File: src/rtl/sram_ctl_pkg.sv
// Shared types and default timing for the 93425A bit-slice SRAM controller.
// Optional feature macro: SRAM_CTL_PARITY_EN (adds a parity slice and perr output).
package sram_ctl_pkg;
    localparam int AW         = 10;
    localparam int DEF_DW     = 32;
    localparam int DEF_RD_CYC = 2;
    localparam int DEF_SU_CYC = 1;
    localparam int DEF_WP_CYC = 2;

    typedef enum logic [2:0] {IDLE, RD, WSU, WPUL, WHLD, DONE} state_t;
endpackage

File: src/rtl/sram_ctl_parity.sv
// XOR-reduce of a data word; odd=1 when the word has an odd number of ones.
module sram_ctl_parity #(
    parameter int W = 33
) (
    input  logic [W-1:0] d,
    output logic         odd
);
    assign odd = ^d;
endmodule

File: src/rtl/sram_ctl.sv
// Sequencer for a bank of 93425A 1Kx1 SRAMs: registered CE_N/WE_N with setup, pulse and hold phases.
// Optional feature macro: SRAM_CTL_PARITY_EN (extra parity slice, perr pulses with ack on bad reads).
module sram_ctl
    import sram_ctl_pkg::*;
#(
    parameter int DW     = DEF_DW,
    parameter int RD_CYC = DEF_RD_CYC,
    parameter int SU_CYC = DEF_SU_CYC,
    parameter int WP_CYC = DEF_WP_CYC
) (
    input  logic          clk,
    input  logic          reset_n,
    input  logic          req,
    input  logic          we,
    input  logic [AW-1:0] addr,
    input  logic [DW-1:0] wdata,
    output logic          busy,
    output logic          ack,
    output logic [DW-1:0] rdata,
    output logic [AW-1:0] ram_a,
    output logic          ram_ce_n,
    output logic          ram_we_n,
`ifdef SRAM_CTL_PARITY_EN
    output logic [DW:0]   ram_di,
    input  logic [DW:0]   ram_do,
    output logic          perr
`else
    output logic [DW-1:0] ram_di,
    input  logic [DW-1:0] ram_do
`endif
);
    localparam int CW = 8;

    state_t        state, nxt;
    logic [CW-1:0] cnt;
    logic          last;

`ifdef SRAM_CTL_PARITY_EN
    logic        wpar_odd, rpar_odd;
    logic [DW:0] di_nxt;

    sram_ctl_parity #(.W(DW))   u_gen (.d(wdata),  .odd(wpar_odd));
    sram_ctl_parity #(.W(DW+1)) u_chk (.d(ram_do), .odd(rpar_odd));

    // Stored word plus parity bit always carries an odd number of ones.
    assign di_nxt = {~wpar_odd, wdata};
`else
    logic [DW-1:0] di_nxt;
    assign di_nxt = wdata;
`endif

    always_comb begin
        nxt  = state;
        last = 1'b0;
        case (state)
            IDLE: if (req) nxt = we ? WSU : RD;
            RD: begin
                last = (cnt == CW'(RD_CYC - 1));
                if (last) nxt = DONE;
            end
            WSU:  if (cnt == CW'(SU_CYC - 1)) nxt = WPUL;
            WPUL: if (cnt == CW'(WP_CYC - 1)) nxt = WHLD;
            WHLD: nxt = DONE;
            DONE: nxt = IDLE;
            default: nxt = IDLE;
        endcase
    end

    // Strobes are registered from the next state so the RAM never sees decode glitches.
    always_ff @(posedge clk) begin
        if (!reset_n) begin
            state    <= IDLE;
            cnt      <= '0;
            ram_ce_n <= 1'b1;
            ram_we_n <= 1'b1;
            ram_a    <= '0;
            ram_di   <= '0;
            rdata    <= '0;
        end else begin
            state    <= nxt;
            cnt      <= (nxt != state) ? '0 : cnt + 1'b1;
            ram_ce_n <= !(nxt inside {RD, WSU, WPUL, WHLD});
            ram_we_n <= (nxt != WPUL);
            if (state == IDLE && req) begin
                ram_a  <= addr;
                ram_di <= di_nxt;
            end
            if (state == RD && last) rdata <= ram_do[DW-1:0];
        end
    end

`ifdef SRAM_CTL_PARITY_EN
    always_ff @(posedge clk) begin
        if (!reset_n) perr <= 1'b0;
        else          perr <= (state == RD) && last && !rpar_odd;
    end
`endif

    assign busy = (state != IDLE);
    assign ack  = (state == DONE);
endmodule
File: config.mk
export PLATFORM = sky130hd
export DESIGN_NAME = sram_ctl
export DESIGN_NICKNAME = d
export VERILOG_FILES = /design/src/rtl/sram_ctl_pkg.sv /design/src/rtl/sram_ctl_parity.sv /design/src/rtl/sram_ctl.sv
export SDC_FILE = /design/constraint.sdc
export NUM_CORES = 1
export LEC_CHECK = 0
export BUFFER_PORTS_ARGS = -buffer_cell sky130_fd_sc_hd__buf_4
export CAP_MARGIN = 40
export CORE_AREA = 10 10 94 96
export DETAILED_ROUTE_END_ITERATION = 10
export DIE_AREA = 0 0 104 106
export PLACE_DENSITY = 0.82
export REMOVE_ABC_BUFFERS = 1
export SYNTH_ARGS = -nofsm -noshare
export SYNTH_HDL_FRONTEND = slang
export SYNTH_SLANG_ARGS = --single-unit
File: constraint.sdc
create_clock -name clk -period 4.4 [get_ports clk]
set_clock_uncertainty 0.1 [all_clocks]
set_input_delay 0.66 -clock clk [delete_from_list [all_inputs] [get_ports clk]]
set_output_delay 0.66 -clock clk [all_outputs]
set_load 0.01 [all_outputs]
==> impl_metrics.env <==
export IMPL_status="complete, no violations"
export IMPL_fp_dieH_um=106
export IMPL_worstSetupEndpointType="output port"
export IMPL_startpoint_type="register"
export IMPL_place_inst=630
export IMPL_synth_most_common_cell="nand2_1"
export IMPL_core_area_um2=7059
export IMPL_hold_path_class="reg2reg"
export IMPL_hold_violations=0
export IMPL_avgViaCountPerCell=4.771
export IMPL_drc_errors=0
export IMPL_grt_usage_pct=16.77
export IMPL_total_power_mw=2.205
export IMPL_finalWorstSetupSlack_ps=2348
export IMPL_avgSynthCellArea_um2=8.576
export IMPL_yosys_warnings=0
export IMPL_clk_pin_slew_worst_paths_ps=80
export IMPL_drive_above_1_share_pct=33.33
export IMPL_syn2layout_area_growth_pct=41.57
export IMPL_cts_sinks=87
export IMPL_place_ws_ps=2300
export IMPL_start_util_pct=48.35
export IMPL_arrival_ps=1290
export IMPL_dr_pass1_iters=5
export IMPL_postCtsHoldBufs=0
export IMPL_place_hpwl_mm=7.357
export IMPL_cts_buffer_depth=2
export IMPL_drtIter0Drc=86
export IMPL_gr_total_overflow=0
export IMPL_drv_cap=0
export IMPL_grt_pass1_vias=2949
export IMPL_netlist_instances=398
export IMPL_setup_tns_ps=0
export IMPL_grt_max_degree=80
export IMPL_die_x_um=104
export IMPL_post_cts_buffers=0
export IMPL_crit_fanout=8
export IMPL_grt_pass1_wl_mm=15.14
export IMPL_setup_viol=0
export IMPL_ctsResizeCount=0
export IMPL_synth_seq_area_share_pct=51.03
export IMPL_fp_row_count=31
export IMPL_clkLatencyLatePin_ps=330
export IMPL_wirelength_mm=9.568
export IMPL_fin_cells=645
export IMPL_yosys_area_top_type="dfxtp_1"
export IMPL_post_route_period_util_pct=46.65
export IMPL_synth_flop_cell="dfxtp_1"
export IMPL_async_flop_share_pct=0
export IMPL_required_ps=3640
export IMPL_cts_buffers_inserted=9
export IMPL_tightestPinTransition_ps=619.9
export IMPL_synth_edf_count=0
export IMPL_gp_congestion=0.8175
export IMPL_antenna_found_initial=0
export IMPL_syn_area_um2=3413
export IMPL_synth_area_leaders="dfxtp_1 51%, nand2_1 17%, a21boi_1 16%, clkbuf_1 1.6%, nor3_1 1.3%"
export IMPL_synth_commonest_cells="154 x nand2_1, 87 x dfxtp_1, 74 x a21boi_1"
export IMPL_slew_violations=0
export IMPL_grt_setup_unrepaired="false"
export IMPL_cts_tree="built"
export IMPL_power_density_nw_per_um2=456.3
export IMPL_fmax_mhz=487.2
export IMPL_wl_per_cell_um=14.83
export IMPL_nets=623
export IMPL_root_buffer="clkbuf_8"
export IMPL_synth_top_area_share_pct=51.03
export IMPL_vias=3077
export IMPL_htree_levels=3
export IMPL_min_period_ps=2052
export IMPL_antennaDiodeCount=0
export IMPL_port_buffers=155
export IMPL_p_leak_nw=2.106
export IMPL_die_area_um2=11020
export IMPL_yosysUniqueCellTypes=36
export IMPL_crit_type="reg2out"
export IMPL_synth_seq_cells=87
export IMPL_ir_drop_v=0.0005382
export IMPL_ant_nets=0
export IMPL_relSlewSlack_pct=58.39
export IMPL_pin_count=156
## placed cells by master, fill, tap and decap left out, types with 2 or more instances in the layout
cell type,instances
inv_1,3
nor3_1,9
ha_1,3
nand2_1,154
dfxtp_1,87
and3_1,3
o21ai_1,2
clkbuf_8,11
buf_4,157
a21boi_1,74
nor2_1,3
nand3_1,2
xnor2_1,3
nand2b_1,2
xor2_1,3
and2_1,5
## registers in the layout, indices dropped and copies added, names as in the netlist
register and flops:
cnt 8, ram_a 10, ram_ce_n 1, ram_di 32, ram_we_n 1, rdata 32
state 3
## layout make-up
cell class / count / area, um2
clock buffer: 12 / 155.1
clock inverter: 3 / 42.54
fill: 595 / 2227
inverter: 4 / 15.01
multi-input combinational: 281 / 1533
sequential: 87 / 1742
tap: 99 / 123.9
timing repair buffer: 159 / 1221
## kinds of logic after synthesis
| logic type | Yosys count | share of synthesized area, % |
|---|---|---|
| xor gates and xnor gates | 6 | 1.540 |
| buffers and inverters | 30 | 4.252 |
| DFF | 87 | 51.03 |
| AOI/OAI and AO/OA | 84 | 18.44 |
| and+or+nand+nor | 187 | 23.20 |
| adders and majority gates | 3 | 1.100 |
| muxes | 1 | 0.4398 |
## worst max-delay path, stage by stage (launching register included)
cell and delay (ps):
dfxtp_1 520, inv_2 100, and3_1 200, buf_4 150
## through the flow
stage          utilization [%]  hold slack, ps  area, um2
5_1_grt                  68.45           371.0       4832
4_1_cts                  68.45           356.7       4832
3_5_place_dp             65.65           345.0       4634
6_report                 68.45           354.4       4832
2_1_floorplan                -           372.6       3283
3_3_place_gp             65.05           340.7       4592
## report_power, final
group | leakage, nW | internal, mW | switching, mW | total, mW
Sequential | 0.708 | 0.897 | 0.0716 | 0.968
Combinational | 1.30 | 0.315 | 0.369 | 0.685
Clock | 0.0985 | 0.290 | 0.262 | 0.552
## metal layers
layer | global-route usage [%] | routed length, um | part of all wire (%) | vias to the layer above
li1 | - | - | - | 1585
met1 | 17.89 | 3859 | 40 | 1404
met2 | 31.61 | 5197 | 54 | 75
met3 | 3.382 | 359 | 3.8 | 13
met4 | 6.859 | 151 | 1.6 | 0
met5 | 0 | 0 | 0 | -
## path summary, 6_finish.rpt
| kind | end | start | cells after the start | slack (ps) |
|---|---|---|---|---|
| hold reg to reg | ram_di[22] | ram_di[22] | 2 | 350 |
| hold / removal | ram_di[22] | ram_di[22] | 2 | 350 |
| setup reg to reg | rdata[8] | cnt[3] | 6 | 2370 |
| setup / recovery | ack | state[1] | 3 | 2350 |
(Power assumes the default switching activity.)
